[config.mk]
export PLATFORM = sky130hd
export DESIGN_NAME = fan_mode_ctrl_flat
export DESIGN_NICKNAME = d
export VERILOG_FILES = /design/src/rtl/fan_mode_ctrl_if.sv /design/src/rtl/fan_mode_ctrl.sv /design/src/flat_wrapper.sv
export SDC_FILE = /design/constraint.sdc
export NUM_CORES = 1
export LEC_CHECK = 0
export ABC_AREA = 1
export ABC_CLOCK_PERIOD_IN_PS = 2500
export CORE_AREA = 3 3 170 122
export CTS_CLUSTER_DIAMETER = 120
export CTS_CLUSTER_SIZE = 25
export DETAILED_ROUTE_END_ITERATION = 8
export DIE_AREA = 0 0 173 125
export GPL_TIMING_DRIVEN = 0
export HOLD_SLACK_MARGIN = 0.15
export PLACE_DENSITY = 0.45
export SYNTH_ARGS = -nofsm -noshare
export SYNTH_HDL_FRONTEND = slang
export SYNTH_SLANG_ARGS = --single-unit
[constraint.sdc]
create_clock -name clk -period 2.5 [get_ports clk]
set_clock_uncertainty 0.1 [all_clocks]
set_input_delay 0.375 -clock clk [delete_from_list [all_inputs] [get_ports clk]]
set_output_delay 0.375 -clock clk [all_outputs]
set_load 0.01 [all_outputs]
[src/rtl/fan_mode_ctrl_if.sv]
// fan_mode_ctrl_if: signal bundle between the fan control core and its
// neighbours (button edge detectors, temperature reader and emergency
// logic on one side; fan driver, LED bar and FND mux on the other).
//
// Handshake: temp is a qualified data bus with no backpressure. The core
// samples temp on every clock edge where temp_valid=1; its ready is
// permanently 1. The btn_*_pe inputs are single-cycle event pulses and the
// core acts on them once per asserted cycle. timeout is a one-cycle event
// output. All other outputs are levels.
interface fan_mode_ctrl_if;
  logic        btn_speed_pe;
  logic        btn_auto_pe;
  logic        btn_timer_pe;
  logic        emcy;
  logic [7:0]  temp;
  logic        temp_valid;
  logic        pwm;
  logic [3:0]  level;
  logic        auto_mode;
  logic [1:0]  timer_sel;
  logic [15:0] timer_remain;
  logic        timeout;
  logic        emcy_active;

  // Driver side: produces buttons, emergency and temperature.
  modport master (
    output btn_speed_pe, btn_auto_pe, btn_timer_pe, emcy, temp, temp_valid,
    input  pwm, level, auto_mode, timer_sel, timer_remain, timeout, emcy_active
  );

  // Core side.
  modport slave (
    input  btn_speed_pe, btn_auto_pe, btn_timer_pe, emcy, temp, temp_valid,
    output pwm, level, auto_mode, timer_sel, timer_remain, timeout, emcy_active
  );
endinterface

[src/rtl/fan_mode_ctrl.sv]
// fan_mode_ctrl: fan control core. Manual N-level speed, temperature
// driven auto mode, preset off-timer, emergency gating and a glitch-free
// PWM output whose duty only changes at period boundaries.
//
// Optional build macro: FAN_SOFT_START_EN. When defined, duty walks toward
// its target by RAMP_STEP per PWM period (up and down, never overshooting).
// When undefined, duty jumps to the target at the next period boundary.
//
// The mode FSM (manual/auto) is visible directly on auto_mode.
module fan_mode_ctrl #(
  parameter int SPEED_LEVELS = 3,
  parameter int PWM_BITS     = 8,
  parameter int DUTY_STEP    = 85,
  parameter int RAMP_STEP    = 4,
  parameter int TICK_DIV     = 100000000,
  parameter int TIMER_STEP_S = 3600,
  parameter int TIMER_STEPS  = 3,
  parameter int T_BASE       = 25,
  parameter int T_STEP_LOG2  = 1
) (
  input  logic          clk,
  input  logic          reset_n,
  fan_mode_ctrl_if.slave bus
);

  localparam int PRESC_W = (TICK_DIV > 1) ? $clog2(TICK_DIV) : 1;
  localparam logic [PRESC_W-1:0]  PRESC_LAST = PRESC_W'(TICK_DIV - 1);
  localparam logic [PWM_BITS-1:0] PWM_MAX_B  = '1;
  localparam logic [31:0]         PWM_MAX_32 = (32'd1 << PWM_BITS) - 32'd1;
  localparam logic [3:0]          LEVELS_B   = 4'(SPEED_LEVELS);
  localparam logic [8:0]          LEVELS_9   = 9'(SPEED_LEVELS);
  localparam logic [1:0]          STEPS_B    = 2'(TIMER_STEPS);
  localparam logic [7:0]          T_BASE_B   = 8'(T_BASE);

  // Out-of-range parameters would silently truncate the narrow output ports.
  if (SPEED_LEVELS < 1 || SPEED_LEVELS > 15 || TIMER_STEPS < 1 ||
      TIMER_STEPS > 3 || RAMP_STEP < 1) begin : g_bad_param
    $error("fan_mode_ctrl: parameter out of range");
  end

  typedef enum logic {
    MODE_MANUAL = 1'b0,
    MODE_AUTO   = 1'b1
  } mode_t;

  mode_t               mode_q, mode_d;
  logic [3:0]          level_q, level_d;
  logic [1:0]          sel_q, sel_d;
  logic [15:0]         remain_q, remain_d;
  logic                timeout_q, timeout_d;
  logic [PRESC_W-1:0]  presc_q, presc_d;
  logic [7:0]          last_temp_q;
  logic [PWM_BITS-1:0] cnt_q, duty_q, duty_d, target;

  logic                tick, expire, step_to_zero;
  logic [7:0]          temp_over;
  logic [8:0]          lvl_calc;
  logic [3:0]          auto_level;
  logic [31:0]         level_prod;

  // Prescaler terminal count is the 1 s tick; it is frozen during emergency.
  assign tick   = (presc_q == PRESC_LAST) && !bus.emcy;
  assign expire = tick && (remain_q == 16'd1);

  // Auto level from the last valid temperature reading.
  always_comb begin
    temp_over = last_temp_q - T_BASE_B;
    lvl_calc  = {1'b0, temp_over >> T_STEP_LOG2} + 9'd1;
    if (last_temp_q < T_BASE_B) auto_level = '0;
    else if (lvl_calc > LEVELS_9) auto_level = LEVELS_B;
    else auto_level = lvl_calc[3:0];
  end

  // Mode FSM next state, level, timer and prescaler next values.
  // Priority: timer expiry over auto button over speed button.
  always_comb begin
    mode_d       = mode_q;
    level_d      = level_q;
    sel_d        = sel_q;
    remain_d     = remain_q;
    timeout_d    = 1'b0;
    presc_d      = presc_q;
    step_to_zero = 1'b0;

    if (bus.emcy) presc_d = presc_q;
    else if (tick) presc_d = '0;
    else presc_d = presc_q + PRESC_W'(1);

    if (expire) begin
      mode_d  = MODE_MANUAL;
      level_d = '0;
    end else if (bus.btn_auto_pe) begin
      mode_d = (mode_q == MODE_AUTO) ? MODE_MANUAL : MODE_AUTO;
    end else if (bus.btn_speed_pe) begin
      if (mode_q == MODE_AUTO) begin
        mode_d = MODE_MANUAL;
      end else if (level_q == LEVELS_B) begin
        level_d      = '0;
        step_to_zero = 1'b1;
      end else begin
        level_d = level_q + 4'd1;
      end
    end else if (mode_q == MODE_AUTO) begin
      level_d = auto_level;
    end

    // Timer press is judged against the already-updated level/mode.
    if (expire) begin
      sel_d     = '0;
      remain_d  = '0;
      timeout_d = 1'b1;
    end else if (step_to_zero) begin
      sel_d    = '0;
      remain_d = '0;
    end else if (bus.btn_timer_pe && (level_d != 4'd0 || mode_d == MODE_AUTO)) begin
      sel_d    = (sel_q == STEPS_B) ? 2'd0 : sel_q + 2'd1;
      remain_d = 16'(32'(sel_d) * TIMER_STEP_S);
      presc_d  = '0;
    end else if (tick && remain_q != 16'd0) begin
      remain_d = remain_q - 16'd1;
    end
  end

  // Target duty for the current level, saturated to the counter range.
  always_comb begin
    level_prod = {28'd0, level_q} * 32'(DUTY_STEP);
    if (level_q == 4'd0) target = '0;
    else if (level_prod > PWM_MAX_32) target = PWM_MAX_B;
    else target = level_prod[PWM_BITS-1:0];
  end

  // Duty next value: cleared by emergency, otherwise updated only at the
  // last count of a period so a period never changes shape mid-way.
`ifdef FAN_SOFT_START_EN
  localparam int RAMP_CLAMP = (RAMP_STEP > int'(PWM_MAX_32)) ? int'(PWM_MAX_32) : RAMP_STEP;
  localparam logic [PWM_BITS-1:0] RAMP_B = PWM_BITS'(RAMP_CLAMP);
  always_comb begin
    duty_d = duty_q;
    if (bus.emcy) begin
      duty_d = '0;
    end else if (cnt_q == PWM_MAX_B) begin
      if (duty_q < target)
        duty_d = ((target - duty_q) > RAMP_B) ? duty_q + RAMP_B : target;
      else if (duty_q > target)
        duty_d = ((duty_q - target) > RAMP_B) ? duty_q - RAMP_B : target;
    end
  end
`else
  always_comb begin
    duty_d = duty_q;
    if (bus.emcy) duty_d = '0;
    else if (cnt_q == PWM_MAX_B) duty_d = target;
  end
`endif

  // Mode FSM state register.
  always_ff @(posedge clk or negedge reset_n) begin
    if (!reset_n) mode_q <= MODE_MANUAL;
    else mode_q <= mode_d;
  end

  // Datapath registers: level, timer, prescaler, temperature, PWM.
  always_ff @(posedge clk or negedge reset_n) begin
    if (!reset_n) begin
      level_q     <= '0;
      sel_q       <= '0;
      remain_q    <= '0;
      timeout_q   <= 1'b0;
      presc_q     <= '0;
      last_temp_q <= '0;
      cnt_q       <= '0;
      duty_q      <= '0;
    end else begin
      level_q   <= level_d;
      sel_q     <= sel_d;
      remain_q  <= remain_d;
      timeout_q <= timeout_d;
      presc_q   <= presc_d;
      cnt_q     <= cnt_q + PWM_BITS'(1);
      duty_q    <= duty_d;
      if (bus.temp_valid) last_temp_q <= bus.temp;
    end
  end

  // Emergency gates the pin combinationally, ahead of the duty clear.
  assign bus.pwm          = (cnt_q < duty_q) & ~bus.emcy;
  assign bus.level        = level_q;
  assign bus.auto_mode    = (mode_q == MODE_AUTO);
  assign bus.timer_sel    = sel_q;
  assign bus.timer_remain = remain_q;
  assign bus.timeout      = timeout_q;
  assign bus.emcy_active  = bus.emcy;

endmodule

[src/flat_wrapper.sv]
// flat-port wrapper written by rule: the top's interface ports become plain ports
module fan_mode_ctrl_flat 
#(
  parameter int SPEED_LEVELS = 3,
  parameter int PWM_BITS     = 8,
  parameter int DUTY_STEP    = 85,
  parameter int RAMP_STEP    = 4,
  parameter int TICK_DIV     = 100000000,
  parameter int TIMER_STEP_S = 3600,
  parameter int TIMER_STEPS  = 3,
  parameter int T_BASE       = 25,
  parameter int T_STEP_LOG2  = 1
)
  (clk, reset_n, bus_btn_speed_pe, bus_btn_auto_pe, bus_btn_timer_pe, bus_emcy, bus_temp, bus_temp_valid, bus_pwm, bus_level, bus_auto_mode, bus_timer_sel, bus_timer_remain, bus_timeout, bus_emcy_active);
  fan_mode_ctrl_if bus_i ();
  input  logic clk;
  input  logic reset_n;
  input wire logic [$bits(bus_i.btn_speed_pe)-1:0] bus_btn_speed_pe;
  input wire logic [$bits(bus_i.btn_auto_pe)-1:0] bus_btn_auto_pe;
  input wire logic [$bits(bus_i.btn_timer_pe)-1:0] bus_btn_timer_pe;
  input wire logic [$bits(bus_i.emcy)-1:0] bus_emcy;
  input wire logic [$bits(bus_i.temp)-1:0] bus_temp;
  input wire logic [$bits(bus_i.temp_valid)-1:0] bus_temp_valid;
  output wire logic [$bits(bus_i.pwm)-1:0] bus_pwm;
  output wire logic [$bits(bus_i.level)-1:0] bus_level;
  output wire logic [$bits(bus_i.auto_mode)-1:0] bus_auto_mode;
  output wire logic [$bits(bus_i.timer_sel)-1:0] bus_timer_sel;
  output wire logic [$bits(bus_i.timer_remain)-1:0] bus_timer_remain;
  output wire logic [$bits(bus_i.timeout)-1:0] bus_timeout;
  output wire logic [$bits(bus_i.emcy_active)-1:0] bus_emcy_active;
  assign bus_i.btn_speed_pe = bus_btn_speed_pe;
  assign bus_i.btn_auto_pe = bus_btn_auto_pe;
  assign bus_i.btn_timer_pe = bus_btn_timer_pe;
  assign bus_i.emcy = bus_emcy;
  assign bus_i.temp = bus_temp;
  assign bus_i.temp_valid = bus_temp_valid;
  assign bus_pwm = bus_i.pwm;
  assign bus_level = bus_i.level;
  assign bus_auto_mode = bus_i.auto_mode;
  assign bus_timer_sel = bus_i.timer_sel;
  assign bus_timer_remain = bus_i.timer_remain;
  assign bus_timeout = bus_i.timeout;
  assign bus_emcy_active = bus_i.emcy_active;
  fan_mode_ctrl #(.SPEED_LEVELS(SPEED_LEVELS), .PWM_BITS(PWM_BITS), .DUTY_STEP(DUTY_STEP), .RAMP_STEP(RAMP_STEP), .TICK_DIV(TICK_DIV), .TIMER_STEP_S(TIMER_STEP_S), .TIMER_STEPS(TIMER_STEPS), .T_BASE(T_BASE), .T_STEP_LOG2(T_STEP_LOG2)) u_core (.clk(clk), .reset_n(reset_n), .bus(bus_i));
endmodule
==> results_dict.tcl <==
set metrics [dict create \
    boundaryPins 41 \
    layout.cells.most_common "nand2_1" \
    crit_path_max_fanout 10 \
    synth.distinct_cells 43 \
    layout_common_cells "nand2_1, inv_1, dfrtp_1, nor2_1, clkdlybuf4s50_1" \
    synthFlopType "dfrtp_1" \
    layout-drive-gt1-share_pct 24.97 \
    post-layout-total-power_mw 4.585 \
    die_area_um2 21630 \
    dieWidth_um 173 \
    maximum_level_of_the_cts_h_tree 3 \
    shortest_clock_period_the_worst_path_allows_after_layout_ns 2.560 \
    critical_path_class "in2reg" \
    clock_sinks 75 \
    hold-worst-slack_ns 0.3568 \
    relSlewSlack_pct 57.58 \
    total_number_of_vias 4293 \
    fp.coreArea_um2 19020 \
    n_antenna_cell 0 \
    cp_data_required_time_ns 2.63 \
    ys_async_sr_fraction_pct 100.0 \
    setup_repair_after_global_routing_missed_its_margin "true" \
    finalMaxSlewViolations 0 \
    mappedNetlistNets 670 \
    synth.top_cells.by_area "dfrtp_1, nand2_1, inv_1, ha_1, nor2_1" \
    gp_routability_congestion 0.8037 \
    setup.worst_path.start_class "input port" \
    max-vdd-ir-drop_mv 0.3791 \
    period_share_pct 102.4 \
    chain_of_cells_forming_the_critical_path "dlygate4sd2_1 > inv_2 > nand2_2 > inv_1 > nand3_1 > nor2_4 > nand2_4 > inv_2 > nor2_1 > a21oi_4 > nand2_4 > nand3_4 > buf_12 > buf_8 > nand2_2 > inv_1" \
    grt_start_max_net_pins 63 \
    areaGrowthSynthToFinish_pct 38.70 \
    dp.final_hpwl_um 8809 \
    first_global_vias 4389 \
    dieHeight_um 125 \
    failed_checks "negative setup slack" \
    drt_first_iter_violations 200 \
    grt_antenna_before_repair 0 \
    synth-warning-count 0 \
    place.port_buffers 39 \
    timing_hold_violations_final 0 \
    maxCapViolCount 0 \
    cts_tree "built" \
    cp_slowest_stage_delay_ns 0.52 \
    vias_per_cell 4.376 \
    initial_utilization_pct 25.09 \
    synth.yosys.seq_area_share_pct 39.33 \
    drc 0 \
    cellPowerDensity_nw_per_um2 692.7 \
    overflow 0 \
    clk_latency_ns 0.33 \
    synth_cells 628 \
    design.final.nets 754 \
    placed_cell_area_um2 5532 \
    max_freq_mhz 390.6 \
    holdCritPathClass "in2async" \
    routed_wl_um 12400 \
    cts.root.buffer_cell "clkbuf_16" \
    fin_cells 981 \
    p_leak_nw 3.217 \
    run_status "finished, violations left" \
    post-synth-top-area-fraction_pct 39.33 \
    synth_edf_count 0 \
    cts_made_buffers 9 \
    setup_viol_count_final 21 \
    placementRows 42 \
    wire_length_of_the_first_global_routing_pass_um 21470 \
    placedCellCount 932 \
    ys_ff_latch 75 \
    drtAntennaViolNets 0 \
    library_cell_contributing_the_largest_single_delay_on_the_critical_path "dlygate4sd2_1" \
    setup.worst_path.end_class "register" \
    layout_setup_ws_ns -0.06046 \
    detailedRoute.firstPassIterationCount 4 \
    synth_area_leader_cell "dfrtp_1" \
    grt_usage_pct 11.81 \
    tightest_slew_ns 0.6356 \
    wl_per_cell_um 12.64 \
    clkTransAtPathRegs_ns 0.06 \
    buffer_depth_of_the_longest_clock_path 2 \
    crit_arrival_ns 2.69 \
    post_synth_instance_area_um2 4772 \
    post_synth.cell_area_avg_um2 7.599 \
    stdcell_area_um2 6619 \
    setup_slack_at_placement_ns -0.7596 \
]
area by class of cell:
cell class	instances	area (µm²)
well taps	264	330.3
clock buffers	14	264.0
flip-flops and latches	75	1882
inverters	113	430.4
repair buffers	73	739.5
fillers	2038	12400
clock inverters	2	10.01
plain buffers	5	42.54
multi-input cells	435	2920
critical path: cells and delay by family:
kind	cells	cell delay [ns]
simple gates	8	0.96
buf+inv	7	1.21
compound gates	1	0.10
synthesized netlist by cell type (5+ instances only):
master / n
o21ai_0: 24
xnor2_1: 10
nand4_1: 19
o211ai_1: 5
dfrtp_1: 75
nor2_1: 76
nand3_1: 33
nor4_1: 5
ha_1: 26
a21oi_1: 13
nor3_1: 14
nand2_1: 140
inv_1: 109
xor2_1: 27
o22ai_1: 7
state kept, by name, summed over array words and instances (netlist names):
name                     count
u_core.cnt_q                 8
u_core.bus.timeout           1
u_core.bus.level             4
u_core.duty_q                8
u_core.bus.auto_mode         1
u_core.last_temp_q           8
u_core.bus.timer_remain     16
u_core.presc_q              27
u_core.bus.timer_sel         2
final timing paths:
path	from	endpoint	slack, ns	cells after the start
setup / recovery	bus_emcy	u_core.presc_q[25]	-0.06	16
hold / removal	reset_n	u_core.presc_q[9]	0.36	2
setup reg to reg	u_core.last_temp_q[1]	u_core.bus.timer_remain[11]	-0.06	20
hold reg to reg	u_core.cnt_q[0]	u_core.cnt_q[0]	0.39	1
max in group asynchronous	reset_n	u_core.bus.level[1]	1.35	3
min in group clk	u_core.cnt_q[0]	u_core.cnt_q[0]	0.39	1
cell families (layout without fill, tap and decap cells):
family,count (synthesis),in the layout,synth area share (%)
compound gates,60,60,7.394
xor+xnor,37,37,6.791
fa+ha+maj,27,27,7.236
buf+inv,119,207,9.779
flops,75,75,39.33
mux,1,1,0.2360
simple gates,309,310,29.23
power by group:
| part | internal, mW | total [mW] | switching (mW) |
|---|---|---|---|
| clock | 0.724 | 1.21 | 0.488 |
| sequential | 1.32 | 1.49 | 0.168 |
| combinational | 0.901 | 1.88 | 0.982 |
| total | 2.95 | 4.58 | 1.64 |
metrics by stage:
step,util [%],setup TNS (ns)
finish,34.79,-0.8178
global route,34.79,-7.739
CTS,33.37,-0.8783
detailed placement,29.08,-32.58
global placement,28.95,-177.60
floorplan,-,0
repair_timing:
action,4_1_cts,5_1_grt
hold buffers,1,0
cloned,4,0
buffers inserted,23,8
hold endpoints to repair,67,0
endpoints found under the setup margin,54,54
gates resized for setup,87,73
pin swaps,23,17
layer usage:
layer | global-route usage, % | vias up | share of wire (%)
met5 | 0 | - | 0
li1 | - | 2168 | -
met3 | 2.576 | 10 | 3.9
met1 | 16.60 | 2037 | 51
met4 | 2.811 | 0 | 0.79
met2 | 18.57 | 78 | 44
Note: power is estimated with default switching activity, not from simulation.
